==> src/rtl/rf_write_arbiter.sv <==
// Register-file write-port arbiter: the writeback stage (A) always wins, the long-latency
// unit (B) takes idle cycles. Also tracks registers with a B result still outstanding.
module rf_write_arbiter #(
    parameter int XLEN     = 32,
    parameter int MAX_WAIT = 4
) (
    input  logic            clk,
    input  logic            rst,
    input  logic            a_we,
    input  logic [4:0]      a_wr,
    input  logic [XLEN-1:0] a_wd,
    input  logic            b_valid,
    input  logic [4:0]      b_wr,
    input  logic [XLEN-1:0] b_wd,
    output logic            b_ready,
    input  logic            iss_valid,
    input  logic [4:0]      iss_rd,
    output logic            iss_ready,
    input  logic [4:0]      rs1,
    input  logic [4:0]      rs2,
    output logic            rs1_busy,
    output logic            rs2_busy,
    output logic            stall_req,
    output logic            rf_we,
    output logic [4:0]      rf_wr,
    output logic [XLEN-1:0] rf_wd,
    output logic            waw_err
);

    localparam logic [7:0] WAIT_TC = 8'(MAX_WAIT - 1);

    logic [31:0] busy;
    logic [31:0] busy_set;
    logic [31:0] busy_clr;
    logic [7:0]  wait_cnt;
    logic        a_act;
    logic        b_commit;
    logic        b_blocked;
    logic        iss_fire;

    assign a_act     = a_we && (a_wr != 5'd0);
    assign b_ready   = !a_act && !rst;
    assign b_commit  = b_valid && b_ready;
    assign b_blocked = b_valid && !b_ready;

    always_comb begin
        if (a_act) begin
            rf_we = 1'b1;
            rf_wr = a_wr;
            rf_wd = a_wd;
        end else begin
            rf_we = b_valid && (b_wr != 5'd0);
            rf_wr = b_wr;
            rf_wd = b_wd;
        end
    end

    // Issue and hazard lookups see only the registered busy bits; no bypass from this cycle's commit.
    assign iss_ready = !busy[iss_rd] || (iss_rd == 5'd0);
    assign iss_fire  = iss_valid && iss_ready && (iss_rd != 5'd0);
    assign rs1_busy  = busy[rs1];
    assign rs2_busy  = busy[rs2];

    always_comb begin
        busy_set = '0;
        busy_clr = '0;
        if (iss_fire)
            busy_set[iss_rd] = 1'b1;
        if (b_commit && (b_wr != 5'd0))
            busy_clr[b_wr] = 1'b1;
    end

    always_ff @(posedge clk or posedge rst) begin
        if (rst)
            busy <= '0;
        else
            busy <= ((busy & ~busy_clr) | busy_set) & 32'hFFFF_FFFE;
    end

    always_ff @(posedge clk or posedge rst) begin
        if (rst)
            waw_err <= 1'b0;
        else if (a_act && busy[a_wr])
            waw_err <= 1'b1;
    end

    always_ff @(posedge clk or posedge rst) begin
        if (rst)
            wait_cnt <= '0;
        else if (b_blocked)
            wait_cnt <= (wait_cnt == 8'hFF) ? wait_cnt : wait_cnt + 8'd1;
        else
            wait_cnt <= '0;
    end

    // Once raised, stall_req holds until B gets its slot or withdraws.
    always_ff @(posedge clk or posedge rst) begin
        if (rst)
            stall_req <= 1'b0;
        else if (b_commit || !b_valid)
            stall_req <= 1'b0;
        else if (b_blocked && (wait_cnt == WAIT_TC))
            stall_req <= 1'b1;
    end

endmodule

==> config.mk <==
export PLATFORM = sky130hd
export DESIGN_NAME = rf_write_arbiter
export DESIGN_NICKNAME = d
export VERILOG_FILES = /design/src/rtl/rf_write_arbiter.sv
export SDC_FILE = /design/constraint.sdc
export NUM_CORES = 1
export LEC_CHECK = 0
export CAP_MARGIN = 20
export CORE_ASPECT_RATIO = 1.1
export CORE_MARGIN = 2
export CORE_UTILIZATION = 49
export DETAILED_ROUTE_END_ITERATION = 16
export GPL_TIMING_DRIVEN = 0
export PLACE_DENSITY = 0.92
export SLEW_MARGIN = 15
export SYNTH_ARGS = -nofsm -noshare
export SYNTH_HDL_FRONTEND = slang
export SYNTH_SLANG_ARGS = --single-unit
==> constraint.sdc <==
create_clock -name clk -period 3.7 [get_ports clk]
set_input_delay 0.74 -clock clk [delete_from_list [all_inputs] [get_ports clk]]
set_output_delay 0.74 -clock clk [all_outputs]
set_load 0.02 [all_outputs]
== Yosys cells after proc, flatten, opt, wreduce, memory -nomap -nowiden ==
Index checks and enable logic that the tools add are counted.
Operators by class
  add/subtract/negate cells: 1
  eq/ne operators: 3
  order comparisons: 7
  reduce and logical (&&, ||, !) cells: 24
  bitwise operators: 3
  mux-type cells: 21
Operators with widths (number)
  $mux W32: 3
  $and A32 B32 Y32: 1
  $not A32 Y32: 1
  $or A32 B32 Y32: 1
  $lt A5 B6 Y1 const B: 5
  $bmux W1 S5: 4
  $mux W8: 2
  $reduce_bool A5 Y1: 3
  $logic_and A1 B1 Y1: 12
  $demux W1 S5: 2
  $ge A5 B1 Y1 const B: 2
  $mux W1: 9
  $add A8 B1 Y8 const B: 1
  $eq A8 B2 Y1 const B: 1
  $eq A8 B8 Y1 const B: 1
  $logic_not A1 Y1: 5
  $logic_not A5 Y1: 1
  $mux W5: 1
  $logic_or A1 B1 Y1: 2
  $ne A2 B2 Y1 const B: 1
  $reduce_bool A2 Y1: 1
Storage, ports and cells
  logic and storage cells: 63
  output and inout port bits: 44
  register bits after elaboration: 41
  input bits: 94

== Logic depth before layout (Yosys ltp) ==
Gate-level depths: netlist of the first run.
  depth in word-level cells: 10
  mapped depth: 8
  mapped depth without buffers: 5

== Worst setup path after synthesis of the first run ==
Ideal clock, no wire load.
  path type: input -> output
  start point: input a_wr[0]
  end point: output b_ready
  stages: 7
  buffers on the path: 4
  arrival time: 2.291 ns
  slack: 0.669 ns
  required time: 2.960 ns
  path through: buf_2 -> or2_1 -> o41a_1 -> buf_2 -> buf_2 -> buf_2 -> nor2_1
Between the ends
  longest elaborated chain between the ends: 4
Ends and longest elaborated chain
  start, declared: line 10  | input logic [4:0] a_wr,
  $reduce_bool A5 Y1: line 41  | assign a_act = a_we && (a_wr != 5'd0);
  $logic_and A1 B1 Y1: line 41
  $logic_not A1 Y1: line 42  | assign b_ready = !a_act && !rst;
  $logic_and A1 B1 Y1: line 42
  end, declared: line 15  | output logic b_ready,
Every way passes these cells.

== Worst setup path in the final report of the first run ==
  start point: input a_we
  end point: output rf_wd[12]
Between the ends
  longest elaborated chain between the ends: 2
Ends and longest elaborated chain
  start, declared: line 9  | input logic a_we,
  $logic_and A1 B1 Y1: line 41
  $mux W32: line 47  | if (a_act) begin
  end, declared: line 26  | output logic [XLEN-1:0] rf_wd,
Every way passes these cells.

==> results of run 1 <==
[report_power, final]
part           internal [mW]  total [mW]  switching [mW]  leakage, nW
Clock                  0.196       0.362           0.165       0.0540
Sequential             0.552       0.731           0.179        0.506
Combinational          0.496       0.912           0.416         1.54
[Yosys cell counts, types with 3 or more instances]
master and instances:
and3_1 3, o31ai_1 29, mux2_2 7, o21ai_0 7, nand3b_1 11, o41ai_1 29
buf_6 3, nor3_1 5, or3b_2 3, clkbuf_1 23, mux4_2 29, mux2i_1 6
nand3_1 6, a21oi_1 6, dfrtp_1 41, nand2_1 127, nor3b_1 3, nand4_1 4
nor2_1 16, a211oi_1 4, buf_2 14, nor2b_1 3
[cell families after synthesis]
logic type	synth area share
simple gates	0.238
flops	0.278
compound gates	0.193
buf+inv	0.0536
xor+xnor	0.00475
mux	0.229
fa+ha+maj	0.00339
[cells in the final DEF, fill, tap and decap left out, types with 2 or more instances in the layout]
master,count
a211oi_1,4
a21oi_1,6
a22oi_4,2
and3_1,3
and3b_1,2
buf_2,11
buf_4,3
buf_6,4
clkbuf_1,19
clkbuf_2,3
clkbuf_8,5
clkdlybuf4s50_1,115
dfrtp_1,41
dlymetal6s2s_1,3
mux2_2,7
mux2i_1,6
mux4_1,2
mux4_2,29
nand2_1,127
nand2b_1,2
nand3_1,6
nand3b_1,11
nand4_1,4
nand4b_1,2
nor2_1,16
nor2b_1,3
nor3_1,4
nor3b_1,2
o21ai_0,7
o31ai_1,29
o41ai_1,28
or2_2,2
or3b_2,3
xor2_1,2
[flip-flops by register name (all words and copies together) (netlist names)]
register and flops:
busy 31, wait_cnt 8, stall_req 1, waw_err 1
[final cells by class]
| type | instances | area share |
|---|---|---|
| Inverter | 1 | 0.000727 |
| Clock buffer | 5 | 0.0133 |
| Clock inverter | 2 | 0.00679 |
| Timing Repair Buffer | 122 | 0.239 |
| Sequential cell | 41 | 0.199 |
| Buffer | 39 | 0.0390 |
| Multi-Input combinational cell | 328 | 0.481 |
| Tap cell | 87 | 0.0211 |
[per-layer routing]
metal | wire (um) | vias up | GRT usage
li1 | - | 1814 | -
met1 | 4660 | 1948 | 0.360
met2 | 6850 | 362 | 0.592
met3 | 1710 | 114 | 0.0874
met4 | 956 | 0 | 0.172
met5 | 0 | - | 0
[what timing repair did]
action,4_1_cts,5_1_grt
gates cloned,0,0
pin swaps,1,0
endpoints found under the setup margin,31,32
gates resized for setup,7,11
setup buffers,1,1
[critical path, cell delays in order]
cell             delay, ps
clkdlybuf4s50_1        640
o41a_1                 310
buf_6                  230
buf_2                  240
nand2_1                 70
nand2_1                 70
clkdlybuf4s50_1        640
[worst paths after layout]
check | from | end | cells past startpoint
setup / recovery | a_we | rf_wd[12] | 7
min in group asynchronous | rst | waw_err | 3
hold reg to reg | stall_req | stall_req | 2
max in group asynchronous | rst | busy[9] | 4
hold / removal | stall_req | stall_req | 2
setup reg to reg | busy[18] | busy[13] | 6
[per-stage QoR]
step	instances	util	hold WS (ps)	setup TNS, ps	power (mW)
6_report	625	0.698	519	0	2.01
2_1_floorplan	411	-	491	0	1.23
4_1_cts	625	0.695	520	0	1.97
5_1_grt	625	0.698	561	0	2.07
3_5_place_dp	618	0.678	503	-5910	1.60
3_3_place_gp	617	0.675	479	-4430	1.55
==> metrics.txt, run 1 <==
fillers between 500 and 600; final wirelength 14.2 mm; Final #Nets about 630; clk slew on worst S/H paths 70 ps; via count 4238; CP max FO 19; Static Leak 2.10 nW; clk buf depth 2; layout cells sized above 1 0.149; DR WL/cell 22.7 um; syn nets 506; Max Clock Skew 12.1 ps; Post-CTS Hold Buffers 0; CTS buffer count 5; sequential area share after synthesis 0.278; routability cong. 1.03; Worst VDD drop 0.221 mV; initial DRC count ~600; vias per inst 6.78; PortBufs 119; register area 0.00103 mm2; Slew @ Worst Pin 671 ps; n_diodes 0; area leader, netlist dfrtp_1; critical path startpoint category input pin; Power Density 389 mW/mm2; ANT nets after route 0; final-report hold violation count 0; total congestion overflow 0; Yosys cell types 47; EDFF count, synth 0; initial antenna violation count 0; crit path time final 3690 ps; core footprint 0.00739 mm2; element type at the critical path end primary output; Post-DP HPWL 10.6 mm; syn_area_per_cell 8.98 um2; CTS H-tree lvls 2; fin crit share 0.997; initial core utilization 0.499; Setup-failing EPs final 0; Root Buffer clkbuf_8; die area between 0.008 and 0.009 mm2; Yosys warnings 0; Area after DPL 0.00501 mm2; mapped cell area 0.00369 mm2; Max Fclk about 270 MHz; Die Wd between 80 and 90 um; cell count after synthesis slightly above 400; drt pass-1 iters 7; area of the multi-input gates 0.00248 mm2; async set-reset flop share out of synthesis 1.00; post-synthesis register bit count 41; CTS sink count 41; Design Area, Final 0.00516 mm2; R2R Setup Slk between 1500 and 2000 ps; Post-synth top flop dfrtp_1; worst hold path type reg -> reg; Rel. slew slack 0.549; vias in the first global route 4070; DRC viols 0; CP Class in -> out; Final WS setup 11.2 ps; maxcap violations 0; pre-CTS WS -372 ps; Required @ worst endpoint 2960 ps; status finished, final reports clean; TritonCTS clock tree built; Site Rows 33; leading post-synthesis cells by cell area dfrtp_1 28%, mux4_2 18%, nand2_1 13%; RSZ-0062 raised after global routing false; first-pass GRT wire length 20.8 mm; Yosys top cell area share 0.278; I/O Pins between 100 and 150; GRT Total Usage 0.332; fin. max-slew vios 0; largest net degree at the start of global routing 34; area grow syn2layout 39.8%; clock latency on the worst-skew pair 310 ps; Die Ht 95.0 um; critical path arrival 2950 ps
Note: power is estimated with default switching activity, not from simulation.
==> run 2, diff against run 1 <==
GPL_TIMING_DRIVEN = default   (was 0)
==> run 2 against run 1 <==
Net effect:
- first-iteration DRC count rose by 11%
- critical endpoint is now rs1_busy
- cell count grew 1.1%
- clock power decreased by 14%
- power down 1.4%
- critical path type unchanged
- wire length fell by 1.0%
- highest routed layer unchanged
- via count fell by 0.99%
==> metrics.txt, run 2 (synthesis results as in run 1) <==
area grow syn2layout 44.6% (was 39.8%); maxcap violations 0 (unchanged); status finished, final reports clean (unchanged); clk slew on worst S/H paths 90 ps (was 70 ps); drt pass-1 iters 6 (was 7); largest register by flop count busy (unchanged); DRC viols 0 (unchanged); Slew @ Worst Pin 613 ps (was 671 ps); setup TNS 0 ps (unchanged); Final #Nets 639 (was 633); biggest regs busy (31), wait_cnt (8) (unchanged); Required @ worst endpoint 2960 ps (about the same); commonest cells after routing, fill and taps aside 134 x clkdlybuf4s50_1, 127 x nand2_1, 41 x dfrtp_1 (was 127 x nand2_1, 115 x clkdlybuf4s50_1, 41 x dfrtp_1); vias in the first global route 4020 (was 4070); CP max FO 9 (was 19); fin crit share 0.984 (was 0.997); PortBufs 137 (was 119); initial antenna violation count 0 (unchanged); routability cong. 1.07 (was 1.03); fillers 486 (was 528); core footprint 0.00739 mm2 (unchanged); Worst VDD drop 0.225 mV (was 0.221 mV); pre-CTS WS -312 ps (was -372 ps); Rel. slew slack 0.588 (was 0.549); final wirelength 14.0 mm (was 14.2 mm); total congestion overflow 0 (unchanged); CTS H-tree lvls 2 (unchanged); CTS buffer count 5 (unchanged); initial core utilization 0.499 (unchanged); crit path from rs1[0] (was a_we); CTS sink count 41 (unchanged); DR WL/cell 22.2 um (was 22.7 um); Power Density 370 mW/mm2 (was 389 mW/mm2); Post-CTS Hold Buffers 0 (unchanged); initial DRC count 660 (was 593); element type at the critical path end primary output (unchanged); final-report hold violation count 0 (unchanged); Setup-failing EPs final 0 (unchanged); Max Clock Skew 13.0 ps (was 12.1 ps); Final WS setup 60.5 ps (was 11.2 ps); Max Fclk 275 MHz (was 271 MHz); Worst R2R Start busy[18] (unchanged); worst hold slack 505 ps (was 519 ps); n_diodes 0 (unchanged); TritonCTS clock tree built (unchanged); Post-DP HPWL 10.4 mm (was 10.6 mm); CP Class in -> out (unchanged); clk buf depth 2 (unchanged); layout cells sized above 1 0.161 (was 0.149); critical path arrival 2900 ps (was 2950 ps); hold wc startpoint stall_req (unchanged); Root Buffer clkbuf_8 (unchanged); Die Wd 86.8 um (unchanged); RSZ-0062 raised after global routing false (unchanged); die area 0.00824 mm2 (unchanged); worst hold path type reg -> reg (unchanged); fin. max-slew vios 0 (unchanged); ANT nets after route 0 (unchanged); vias per inst 6.64 (was 6.78); first-pass GRT wire length 21.0 mm (was 20.8 mm); largest net degree at the start of global routing 35 (was 34); Static Leak 2.17 nW (was 2.10 nW); number of flip-flops in the largest register 31 (unchanged); I/O Pins 138 (unchanged); Post-CTS Setup Inserts 0 (was 1); most common cell after layout, fill and taps aside clkdlybuf4s50_1 (was nand2_1); via count 4196 (was 4238); Site Rows 33 (unchanged); critical path startpoint category input pin (unchanged); Die Ht 95.0 um (unchanged); clock latency on the worst-skew pair 310 ps (about the same); GRT Total Usage 0.336 (was 0.332); crit path time final 3640 ps (was 3690 ps)
-- run 2: where the power goes --
| group | switching (mW) | total [mW] | internal, mW | leakage, nW |
|---|---|---|---|---|
| Sequential | 0.211 | 0.762 | 0.551 | 0.506 |
| Clock | 0.176 | 0.310 | 0.134 | 0.0445 |
| Combinational | 0.401 | 0.904 | 0.504 | 1.62 |
| Total | 0.788 | 1.98 | 1.19 | 2.17 |
-- run 2: metrics by stage --
stage                     utilization  cell area [um2]  power (mW)  cells
after floorplan                     -             3690        1.23    411
after global placement          0.710             5250        1.58    624
after detailed placement        0.710             5250        1.64    624
after CTS                       0.722             5330        1.94    632
after global routing            0.722             5340        2.04    632
final                           0.722             5340        1.98    632
-- run 2: area by class of cell --
| type | count | area [um2] | share of cell area |
|---|---|---|---|
| repair buffers | 167 | 1620 | 0.304 |
| multi-input cells | 328 | 2480 | 0.466 |
| clock inverters | 3 | 21.3 | 0.00399 |
| clock buffers | 5 | 68.8 | 0.0129 |
| flip-flops and latches | 41 | 1030 | 0.192 |
| inverters | 1 | 3.75 | 0.000703 |
| well taps | 87 | 109 | 0.0204 |
-- run 2: path summary, 6_finish.rpt --
kind | end | slack (ps) | cells past startpoint
max in group asynchronous | busy[8] | 1930 | 4
min reg2reg | stall_req | 510 | 2
max reg2reg | busy[4] | 1600 | 5
max | rs1_busy | 60 | 6
min | stall_req | 510 | 2
min in group asynchronous | wait_cnt[3] | 1030 | 3
-- run 2: routing by layer --
layer	track usage	vias to the layer above	wire length (um)	share of wire
li1	-	1816	-	-
met1	0.386	1926	4700	0.34
met2	0.576	356	6730	0.48
met3	0.0926	98	1730	0.12
met4	0.169	0	874	0.062
met5	0	-	0	0
-- run 2: repair_timing --
| item | CTS | global route |
|---|---|---|
| gates resized for setup | 7 | 2 |
| setup endpoints to repair | 3 | 2 |
| hold endpoints to repair | 0 | 0 |
-- run 2: worst max-delay path: stages --
cell             delay [ps]
clkdlybuf4s50_1         510
buf_12                  150
mux4_2                  560
mux4_2                  490
mux2_2                  290
buf_2                   160
==> run 3, diff against run 2 <==
SLEW_MARGIN = 10   (was 15)
==> results of run 3 <==
Final layout, timing and power as in run 2 (identical DEF).
